**src/rtl/uart_regfile_access_ctrl.sv**
```systemverilog
// Access sequencer for the UART 4-entry register file: round-robin arbitration between
// host bus accesses and core status-set requests, with read-modify-write for W1C/set.
module uart_regfile_access_ctrl #(
    parameter int         N           = 4,
    parameter logic [1:0] STATUS_ADDR = 2'd1
) (
    input  logic         CLK,
    input  logic         RST,
    input  logic         host_req,
    input  logic         host_we,
    input  logic [1:0]   host_addr,
    input  logic [N-1:0] host_wdata,
    output logic         host_ack,
    output logic [N-1:0] host_rdata,
    input  logic         core_set_req,
    input  logic [N-1:0] core_set_bits,
    output logic         core_set_ack,
    output logic         rf_rwa0,
    output logic         rf_rwa1,
    output logic         rf_wren,
    output logic [N-1:0] rf_wdata,
    input  logic [N-1:0] rf_rdata
);

    typedef enum logic [2:0] {IDLE, HOST_WR, HOST_RD, RMW_RD, RMW_WR, DONE} state_t;

    state_t       state, state_nxt;
    logic         gnt_core, gnt_core_nxt;
    logic         op_set, op_set_nxt;
    logic         last_core, last_core_nxt;
    logic [N-1:0] tmp;
    logic [1:0]   addr;

    assign rf_rwa0 = addr[0];
    assign rf_rwa1 = addr[1];

    always_comb begin
        state_nxt     = state;
        gnt_core_nxt  = gnt_core;
        op_set_nxt    = op_set;
        last_core_nxt = last_core;
        addr          = 2'b00;
        rf_wren       = 1'b0;
        rf_wdata      = '0;
        case (state)
            IDLE: begin
                // last_grant only moves on a true tie, so a lone request never steals priority
                if (core_set_req && (!host_req || !last_core)) begin
                    gnt_core_nxt = 1'b1;
                    op_set_nxt   = 1'b1;
                    state_nxt    = RMW_RD;
                    if (host_req) last_core_nxt = 1'b1;
                end else if (host_req) begin
                    gnt_core_nxt = 1'b0;
                    op_set_nxt   = 1'b0;
                    if (core_set_req) last_core_nxt = 1'b0;
                    if (!host_we)                      state_nxt = HOST_RD;
                    else if (host_addr == STATUS_ADDR) state_nxt = RMW_RD;
                    else                               state_nxt = HOST_WR;
                end
            end
            HOST_WR: begin
                addr      = host_addr;
                rf_wren   = 1'b1;
                rf_wdata  = host_wdata;
                state_nxt = DONE;
            end
            HOST_RD: begin
                addr      = host_addr;
                state_nxt = DONE;
            end
            RMW_RD: begin
                addr      = STATUS_ADDR;
                state_nxt = RMW_WR;
            end
            RMW_WR: begin
                addr      = STATUS_ADDR;
                rf_wren   = 1'b1;
                rf_wdata  = op_set ? (tmp | core_set_bits) : (tmp & ~host_wdata);
                state_nxt = DONE;
            end
            DONE:    state_nxt = IDLE;
            default: state_nxt = IDLE;
        endcase
    end

    always_ff @(posedge CLK) begin
        if (!RST) begin
            state        <= IDLE;
            gnt_core     <= 1'b0;
            op_set       <= 1'b0;
            last_core    <= 1'b0;
            tmp          <= '0;
            host_rdata   <= '0;
            host_ack     <= 1'b0;
            core_set_ack <= 1'b0;
        end else begin
            state        <= state_nxt;
            gnt_core     <= gnt_core_nxt;
            op_set       <= op_set_nxt;
            last_core    <= last_core_nxt;
            if (state == HOST_RD) host_rdata <= rf_rdata;
            if (state == RMW_RD)  tmp        <= rf_rdata;
            host_ack     <= (state_nxt == DONE) && (state != DONE) && !gnt_core_nxt;
            core_set_ack <= (state_nxt == DONE) && (state != DONE) &&  gnt_core_nxt;
        end
    end

endmodule

```
**config.mk**
```make
export PLATFORM = sky130hd
export DESIGN_NAME = uart_regfile_access_ctrl
export DESIGN_NICKNAME = d
export VERILOG_FILES = /design/src/rtl/uart_regfile_access_ctrl.sv
export SDC_FILE = /design/constraint.sdc
export NUM_CORES = 1
export LEC_CHECK = 0
export BUFFER_PORTS_ARGS = -buffer_cell sky130_fd_sc_hd__buf_2
export CAP_MARGIN = 10
export CELL_PAD_IN_SITES_DETAIL_PLACEMENT = 1
export CELL_PAD_IN_SITES_GLOBAL_PLACEMENT = 1
export CORE_MARGIN = 2
export CORE_UTILIZATION = 36
export DETAILED_ROUTE_END_ITERATION = 7
export HOLD_SLACK_MARGIN = 0.03
export PLACE_DENSITY_LB_ADDON = 0.1
export SYNTH_ARGS = -nofsm -noshare
export SYNTH_HDL_FRONTEND = slang
export SYNTH_SLANG_ARGS = --single-unit
```
**constraint.sdc**
```tcl
create_clock -name CLK -period 2.1 [get_ports CLK]
set_input_delay 0.315 -clock CLK [delete_from_list [all_inputs] [get_ports CLK]]
set_output_delay 0.315 -clock CLK [all_outputs]
set_load 0.05 [all_outputs]
```
==> results of run 1 <==
report_power, final:
part,switching [mW],internal [mW],total [mW]
clock,0.101,0.106,0.206
combinational,0.240,0.128,0.368
sequential,0.0298,0.333,0.363
total,0.370,0.567,0.938
worst max path at each step:
| stage | startpoint | end | slack, ns | cells past startpoint |
|---|---|---|---|---|
| 5_1_grt | state[1]$_SDFF_PN0_ | rf_wren | 0.08 | 4 |
| 3_5_place_dp | state[1]$_SDFF_PN0_ | rf_wren | 0.48 | 4 |
| 3_3_place_gp | state[1]$_SDFF_PN0_ | rf_wren | 0.51 | 4 |
| 6_report | state[1]$_SDFF_PN0_ | rf_wren | 0.17 | 4 |
| 4_1_cts | state[1]$_SDFF_PN0_ | rf_wren | 0.14 | 4 |
| 2_1_floorplan | state[2]$_SDFF_PN0_ | rf_wdata[0] | 0.42 | 3 |
registers in the layout (all words and copies together), names as in the netlist:
register,flops
core_set_ack,1
gnt_core,1
host_ack,1
host_rdata,4
last_core,1
op_set,1
state,3
tmp,4
layout by cell type, fill, tap and decap left out:
cell      netlist  routed
nor3b_2         1       2
nor2_1         11      11
mux2i_1         8       8
a22oi_1         1       1
buf_2           3      31
nor3b_1         2       1
or4b_4          1       1
nand3_1         2       2
a31oi_1         1       1
nand3b_1        1       1
nor2b_1         3       3
or2_2           2       2
o211ai_1        1       1
buf_4           0       3
nand2_1         6       6
clkbuf_8        0       1
o22ai_2         1       1
o21ai_0        11      11
xnor2_1         1       1
a22o_1          4       4
clkbuf_4        0       3
nor3_1          2       2
inv_1           7       7
a21oi_1         3       3
nor4b_2         1       1
dfxtp_1        16      16
a21o_1          1       1
xor2_1          1       1
o21a_1          1       1
nor3b_4         1       1
cells by family (layout without fill, tap and decap cells):
family | Yosys count | in the layout
buffers and inverters | 11 | 45
and+or+nand+nor | 33 | 33
muxes | 8 | 8
AOI/OAI and AO/OA | 24 | 24
DFF | 16 | 16
xor gates and xnor gates | 2 | 2
metrics by stage:
step	setup slack [ns]	hold WS (ns)	cell area (um^2)	utilization [%]
2_1_floorplan	0.416	0.431	820	-
3_3_place_gp	0.509	0.469	1010	46.7
3_5_place_dp	0.478	0.487	1010	46.7
4_1_cts	0.139	0.256	1050	48.4
5_1_grt	0.0803	0.271	1050	48.4
6_report	0.165	0.270	1050	48.4
worst register-to-register path, cell delays in order (launching register included):
cell,delay [ns]
dfxtp_1,0.38
buf_4,0.20
or4b_4,0.54
o22ai_2,0.17
nor2b_1,0.14
final cells by class:
cell class | count | area, um^2 | share of cell area [%]
Tap cell | 28 | 35.0 | 3.34
Inverter | 7 | 26.3 | 2.50
Timing Repair Buffer | 34 | 178 | 16.9
Multi-Input combinational cell | 67 | 454 | 43.3
Clock buffer | 4 | 36.3 | 3.46
Sequential cell | 16 | 320 | 30.5
routing by layer:
layer	routed length, um	up-vias	global-route usage, %
li1	-	395	-
met1	868	367	18.2
met2	950	19	27.6
met3	102	3	5.75
met4	23	0	5.26
met5	0	-	0
==> results.py, run 1 <==
metrics = {
    "place": {
        "io_buffers": 31,
        "placed_cells": 152,
        "gp_congestion": 0.691,
        "place_hpwl_um": 1580,
    },
    "finish": {
        "insertedDiodeCount": 0,
        "final_nets": 148,
        "syn_to_final_growth_pct": 28.9,
        "n_fill_cell": 288,
        "drive_above_1_share_pct": 35.9,
        "instances_no_fill": 156,
    },
    "logic_synthesis": {
        "synth_seq_cells": 16,
        "async_reset_ff_share_pct": 0,
        "synth_top_area_share_pct": 39.3,
        "synth_top_family_by_area": "simple AND/OR/NAND/NOR gates",
        "synth_fa_ha_area_share_pct": 0,
        "synth_flop_cell": "dfxtp_1",
        "synth-edff-count": 0,
        "syn_area_um2": 815,
        "syn_avg_cell_area_um2": 8.67,
        "synth_xor_area_share_pct": 2.15,
        "synthTopCellsByArea": "dfxtp_1, mux2i_1, o21ai_0",
        "muxShareOfSynthArea_pct": 9.83,
        "synth-simple-area-share_pct": 24.3,
        "ys_seq_area_share_pct": 39.3,
        "postSynthCellCount": 94,
        "syn_nets": 113,
        "synth_compound_area_share_pct": 18.9,
        "yosysWarnings": 0,
        "yosysTopAreaCell": "dfxtp_1",
        "synth_common_cells": "dfxtp_1, nor2_1, o21ai_0, mux2i_1, inv_1",
        "yosys.cell_count.top_type": "dfxtp_1",
        "ys_types": 28,
    },
    "drt": {
        "wirelength_um": 1950,
        "ant_nets": 0,
        "drc": 0,
        "drtIter0Drc": 1,
        "drt-wirelength-per-cell_um": 12.5,
        "via_count": 784,
        "via_per_inst": 5.03,
        "dr.pass1.iters": 4,
    },
    "die": {
        "core.rowCount": 17,
        "die_h_um": 51.6,
        "top_level_ports": 32,
        "dieArea_um2": 2660,
        "fp.dieW_um": 51.6,
        "core_region_area_um2": 2170,
        "initial_core_util_pct": 37.5,
    },
    "min_path": {
        "hold_start": "RST",
        "hp-class": "in -> reg",
        "hold_end": "state[1]$_SDFF_PN0_",
        "whs_path_depth": 3,
    },
    "pwr": {
        "p_leak_nw": 0.491,
        "irDropWorstVdd_mv": 0.596,
        "finalPower_uw": 938,
        "power.density_nw_per_um2": 893,
    },
    "critical_path": {
        "worstPathArrival_ns": 1.62,
        "max_stage_delay_ns": 0.59,
        "worstReg2RegStart": "state[0]$_SDFF_PN0_",
        "cp_slowest_cell": "dfxtp_1",
        "cp_num_buf_inv": 2,
        "start_kind": "flop",
        "path_cells": "nor3b_1 -> buf_4 -> or2_2 -> buf_2",
        "worstPathMaxFanout": 12,
        "crit_required_ns": 1.78,
        "r2r_cells": 4,
        "cp_top_family": "flip-flops",
        "endpoint_kind": "output port",
        "timing.rr.end": "host_ack$_SDFF_PN0_",
        "r2r_setup_slack_ns": 0.61,
        "critPathKind": "reg -> out",
    },
    "clocking": {
        "post-cts-setup-buffers": 0,
        "cts_buffers": 3,
        "cts_root_buffer": "clkbuf_4",
        "ctsHoldBuffers": 0,
        "cts.clk_slew.worst_paths_ns": 0.09,
        "clock-sinks": 16,
        "tritoncts": "yes",
        "clockBufferDepth": 2,
        "post_cts_resized": 0,
        "clk_latency_ns": 0.29,
        "h-tree-depth": 1,
    },
    "timing": {
        "slew_headroom_pct": 70.1,
        "period_share_pct": 92.1,
        "clock_skew_ns": 0.000763,
        "tns_ns": 0,
        "setup_viol": 0,
        "worst_pin_slew_ns": 0.447,
        "timing.fmax_mhz": 517,
        "fin_crit_ns": 1.93,
        "rsz0062_at_grt": "no",
        "hold_viol_final": 0,
        "slew_viol_final": 0,
    },
    "global_route": {
        "grt_max_degree": 13,
        "grt_pass1_wl_um": 3080,
        "antenna_found_initial": 0,
        "grt_pass1_vias": 691,
        "track_usage_pct": 16.0,
        "overflow": 0,
    },
    "outcome": {
        "status": "finished clean",
    },
    "job": {
        "drv_cap": 0,
    },
}
Power figures use the tool's default switching activity.
==> run 2: changes to the inputs <==
--- a/config.mk
+++ b/config.mk
@@ -9,8 +9,7 @@
 export CAP_MARGIN = 10
 export CELL_PAD_IN_SITES_DETAIL_PLACEMENT = 1
 export CELL_PAD_IN_SITES_GLOBAL_PLACEMENT = 1
-export CORE_MARGIN = 2
-export CORE_UTILIZATION = 36
+export CORE_UTILIZATION = 33
 export DETAILED_ROUTE_END_ITERATION = 7
 export HOLD_SLACK_MARGIN = 0.03
 export PLACE_DENSITY_LB_ADDON = 0.1
==> constraint.sdc (replaced) <==
create_clock -name CLK -period 1.8 [get_ports CLK]
set_input_delay 0.27 -clock CLK [delete_from_list [all_inputs] [get_ports CLK]]
set_output_delay 0.27 -clock CLK [all_outputs]
set_load 0.05 [all_outputs]
==> run 2 against run 1 <==
- worst hold slack lost 0.036 ns
- combinational power rose by 27%
- clock power increased by 13%
- die area grew 0.45%
- via count up 1.3%
- first-iteration DRC count rose to 7.0 times the previous value
- largest cell class unchanged
- power up 21%
- wire length increased by 4.2%
- global-route usage rose by 0.65 points
==> results.py, run 2 (synthesis gave the netlist of run 1 again) <==
metrics = {
    "clocking": {
        "h-tree-depth": 1,
        "ctsHoldBuffers": 0,
        "clock-sinks": 16,
        "cts.clk_slew.worst_paths_ns": 0.09,
        "tritoncts": "yes",
        "clockBufferDepth": 2,
        "cts_buffers": 3,
        "clk_latency_ns": 0.28,
        "cts_root_buffer": "clkbuf_4",
    },
    "place": {
        "place_hpwl_um": 1570,
        "post-place-ws_ns": 0.0973,
        "io_buffers": 31,
        "gp_congestion": 0.786,
    },
    "critical_path": {
        "cp-startpoint": "state[0]$_SDFF_PN0_",
        "worstReg2RegStart": "state[1]$_SDFF_PN0_",
        "critPathKind": "reg -> out",
        "endpoint_kind": "output port",
        "worstPathArrival_ns": 1.47,
        "worstPathMaxFanout": 10,
        "start_kind": "flop",
        "crit_required_ns": 1.53,
    },
    "die": {
        "dieArea_um2": 2670,
        "core_region_area_um2": 2280,
        "fp.dieW_um": 51.7,
        "core.rowCount": 17,
        "initial_core_util_pct": 35.8,
        "top_level_ports": 32,
        "die_h_um": 51.7,
    },
    "timing": {
        "timing.fmax_mhz": 576,
        "slew_viol_final": 0,
        "rsz0062_at_grt": "yes",
        "fin_crit_ns": 1.74,
        "fin_ws_ns": 0.0638,
        "clock_skew_ns": 0.00146,
        "timing.hold.ws_ns": 0.235,
        "worst_pin_slew_ns": 0.487,
        "setup_viol": 0,
        "period_share_pct": 96.5,
        "hold_viol_final": 0,
        "tns_ns": 0,
        "slew_headroom_pct": 67.4,
    },
    "pwr": {
        "irDropWorstVdd_mv": 0.547,
        "power.density_nw_per_um2": 1030,
        "finalPower_mw": 1.13,
        "p_leak_nw": 0.497,
    },
    "finish": {
        "layout_commonest_cell": "buf_2",
        "drive_above_1_share_pct": 39.8,
        "syn_to_final_growth_pct": 35.0,
        "final_cell_mix": "buf_2, dfxtp_1, nor2_1",
        "top_regs": "host_rdata: 4 flops, tmp: 4 flops, state: 3 flops",
        "final_nets": 148,
        "insertedDiodeCount": 0,
    },
    "drt": {
        "drtIter0Drc": 7,
        "via_per_inst": 5.09,
        "ant_nets": 0,
        "drc": 0,
        "dr.pass1.iters": 4,
        "via_count": 794,
        "wirelength_um": 2030,
        "drt-wirelength-per-cell_um": 13.0,
    },
    "global_route": {
        "track_usage_pct": 16.6,
        "grt_pass1_wl_um": 3250,
        "grt_max_degree": 13,
        "antenna_found_initial": 0,
        "overflow": 0,
        "grt_pass1_vias": 758,
    },
    "min_path": {
        "hold_start": "RST",
        "hp-class": "in -> reg",
    },
    "job": {
        "drv_cap": 0,
    },
    "outcome": {
        "status": "finished clean",
    },
}
## run 2: power by group
| part | switching [mW] | leakage (nW) | internal, mW |
|---|---|---|---|
| Clock | 0.110 | 0.0210 | 0.123 |
| Combinational | 0.292 | 0.344 | 0.177 |
| Sequential | 0.0370 | 0.132 | 0.392 |
| Total | 0.439 | 0.497 | 0.692 |
## run 2: final cells by class
cell class | instances | area [um^2]
fill | 275 | 1180
tap | 28 | 35.0
inverter | 7 | 26.3
multi-input combinational | 67 | 475
clock buffer | 4 | 36.3
timing repair buffer | 34 | 200
sequential | 16 | 327
## run 2: worst max-delay path, cell delays in order (launching register included)
cell     delay [ns]
dfxtp_4        0.38
buf_6          0.15
o21ai_2        0.14
a21oi_1        0.07
or2_2          0.28
buf_6          0.16
## run 2: through the flow
stage	instance area, um^2	utilization [%]	instances
after detailed placement	1010	44.5	152
final	1100	48.3	156
after floorplan	820	-	94
after global routing	1100	48.3	156
after global placement	1010	44.5	152
after CTS	1070	47.1	156
## run 2: final timing paths
path                                 to  slack (ns)  cells past startpoint
min reg2reg  host_rdata[2]$_SDFFE_PN0P_        0.50                      2
max reg2reg         host_ack$_SDFF_PN0_        0.33                      4
min                 state[1]$_SDFF_PN0_        0.23                      3
max                             rf_rwa0        0.06                      5
## run 2: what timing repair did
item | 4_1_cts | 5_1_grt
setup buffers | 0 | 0
setup endpoints to repair | 6 | 6
resized for setup | 8 | 9
pin swaps | 0 | 0
## run 2: metal layers
metal	vias up	track usage, %	wire, um
li1	399	-	-
met1	365	21.7	994
met2	28	26.4	917
met3	2	4.39	107
met4	0	5.41	8
met5	-	0	0
==> run 3: changes to the inputs <==
--- a/config.mk
+++ b/config.mk
@@ -5,7 +5,7 @@
 export SDC_FILE = /design/constraint.sdc
 export NUM_CORES = 1
 export LEC_CHECK = 0
-export BUFFER_PORTS_ARGS = -buffer_cell sky130_fd_sc_hd__buf_2
+export BUFFER_PORTS_ARGS = -buffer_cell sky130_fd_sc_hd__buf_4
 export CAP_MARGIN = 10
 export CELL_PAD_IN_SITES_DETAIL_PLACEMENT = 1
 export CELL_PAD_IN_SITES_GLOBAL_PLACEMENT = 1
==> run 3 against run 2 <==
- register-to-register slack hardly changed
- largest power group unchanged
- wire length down 3.7%
- global-route usage rose by 1.0 points
- first-iteration DRC count did not move
- count of clock-buffer cells in the layout shrank 1
- power is 2.2% lower
- highest routed layer unchanged
- non-clock buffer count unchanged
- maximum frequency rose by 1.3%
==> results.py, run 3 (synthesis gave the netlist of run 1 again) <==
metrics = {
    "clocking": {
        "clockBufferDepth": 2,
        "h-tree-depth": 1,
        "tritoncts": "yes",
        "post-cts-setup-buffers": 0,
        "clk_latency_ns": 0.29,
        "cts_buffers": 3,
        "ctsHoldBuffers": 0,
        "cts_root_buffer": "clkbuf_4",
        "clock-sinks": 16,
        "cts.clk_slew.worst_paths_ns": 0.09,
    },
    "timing": {
        "setup_viol": 0,
        "rsz0062_at_grt": "no",
        "fin_ws_ns": 0.0855,
        "slew_viol_final": 0,
        "tns_ns": 0,
        "slew_headroom_pct": 67.3,
        "hold_viol_final": 0,
        "period_share_pct": 95.3,
        "fin_crit_ns": 1.71,
        "timing.hold.ws_ns": 0.221,
        "worst_pin_slew_ns": 0.489,
        "clock_skew_ns": 0.00164,
        "timing.fmax_mhz": 583,
    },
    "critical_path": {
        "endpoint_kind": "output port",
        "cp_top_family": "flip-flops",
        "critPathKind": "reg -> out",
        "cp_num_buf_inv": 2,
        "worstPathArrival_ns": 1.44,
        "max_stage_delay_ns": 0.38,
        "cp_slowest_cell": "dfxtp_4",
        "worstPathMaxFanout": 10,
        "crit_top_cell": "buf_6",
        "start_kind": "flop",
        "crit_required_ns": 1.53,
        "path_cells": "buf_6 -> o21ai_2 -> a21oi_1 -> or2_2 -> buf_6",
    },
    "place": {
        "place_hpwl_um": 1530,
        "gp_congestion": 0.745,
        "io_buffers": 31,
        "post-place-ws_ns": 0.182,
    },
    "finish": {
        "syn_to_final_growth_pct": 40.9,
        "layout_commonest_cell": "buf_4",
        "final_nets": 148,
        "top_regs": "host_rdata: 4 flops, tmp: 4 flops, state: 3 flops",
        "insertedDiodeCount": 0,
        "drive_above_1_share_pct": 38.6,
        "n_fill_cell": 283,
        "final_cell_mix": "buf_4, dfxtp_1, nor2_1",
    },
    "pwr": {
        "combPwrFrac_pct": 44.2,
        "power.density_nw_per_um2": 964,
        "swShare_pct": 39.6,
        "p_sw_uw": 438,
        "intPower_uw": 668,
        "p_leak_nw": 0.508,
        "pwr-share-seq_pct": 38.8,
        "clkPwrFrac_pct": 17.1,
        "irDropWorstVdd_mv": 0.558,
    },
    "die": {
        "core_region_area_um2": 2280,
        "initial_core_util_pct": 35.8,
        "core.rowCount": 17,
        "dieArea_um2": 2670,
        "top_level_ports": 32,
        "die_h_um": 51.7,
        "fp.dieW_um": 51.7,
    },
    "min_path": {
        "hp-class": "in -> reg",
    },
    "job": {
        "drv_cap": 0,
    },
    "drt": {
        "via_per_inst": 4.96,
        "drt-wirelength-per-cell_um": 12.6,
        "via_count": 769,
        "drtIter0Drc": 7,
        "dr.pass1.iters": 3,
        "wirelength_um": 1950,
        "drc": 0,
        "ant_nets": 0,
    },
    "global_route": {
        "grt_pass1_vias": 778,
        "overflow": 0,
        "grt_max_degree": 13,
        "antenna_found_initial": 0,
        "grt_pass1_wl_um": 3420,
        "track_usage_pct": 17.6,
    },
    "outcome": {
        "status": "finished clean",
    },
}
## run 3: worst reg2reg max path: cells and delay by family (launching register included)
kind	cells	cell delay, ns
buffers and inverters	1	0.18
AO/OA/AOI/OAI	1	0.17
flip-flops	1	0.39
AND/OR/NAND/NOR	2	0.69
## run 3: path summary, 6_finish.rpt
path	from	to	slack [ns]	cells past startpoint
worst max-delay path	state[0]$_SDFF_PN0_	rf_rwa0	0.09	5
worst min-delay path	rf_rdata[2]	tmp[2]$_SDFFE_PN0N_	0.22	3
worst max register to register	state[1]$_SDFF_PN0_	host_ack$_SDFF_PN0_	0.32	4
worst min register to register	host_rdata[1]$_SDFFE_PN0P_	host_rdata[1]$_SDFFE_PN0P_	0.50	2
## run 3: power by group through the flow
stage | Combinational, mW | Clock (mW) | Sequential, mW
after global placement | 0.467 | 0 | 0.425
after global routing | 0.526 | 0.206 | 0.436
after CTS | 0.481 | 0.198 | 0.423
after detailed placement | 0.472 | 0 | 0.428
final | 0.488 | 0.189 | 0.429
after floorplan | 0.292 | 0 | 0.461
## run 3: routing by layer
metal	track usage, %	wire, um	vias to the layer above
met5	0	0	-
met4	9.46	44	0
met3	4.39	95	4
met2	28.1	865	22
met1	21.6	948	348
li1	-	-	395
## run 3: area by class of cell
type | instances | area [um^2] | share of cell area (%)
multi-input cells | 67 | 475 | 41.4
flip-flops and latches | 16 | 325 | 28.4
repair buffers | 34 | 263 | 22.9
well taps | 28 | 35.0 | 3.05
inverters | 7 | 26.3 | 2.29
clock buffers | 3 | 22.5 | 1.96
## run 3: timing repair
action                     CTS  global route
setup endpoints to repair    6             6
resized for setup            5             5
gates cloned                 0             0
## run 3: per-stage QoR
stage	util, %	std cells	area (um^2)	power [mW]
2_1_floorplan	-	94	820	0.754
3_3_place_gp	47.9	152	1090	0.892
3_5_place_dp	47.9	152	1090	0.900
4_1_cts	49.5	155	1130	1.10
5_1_grt	50.4	155	1150	1.17
6_report	50.4	155	1150	1.11
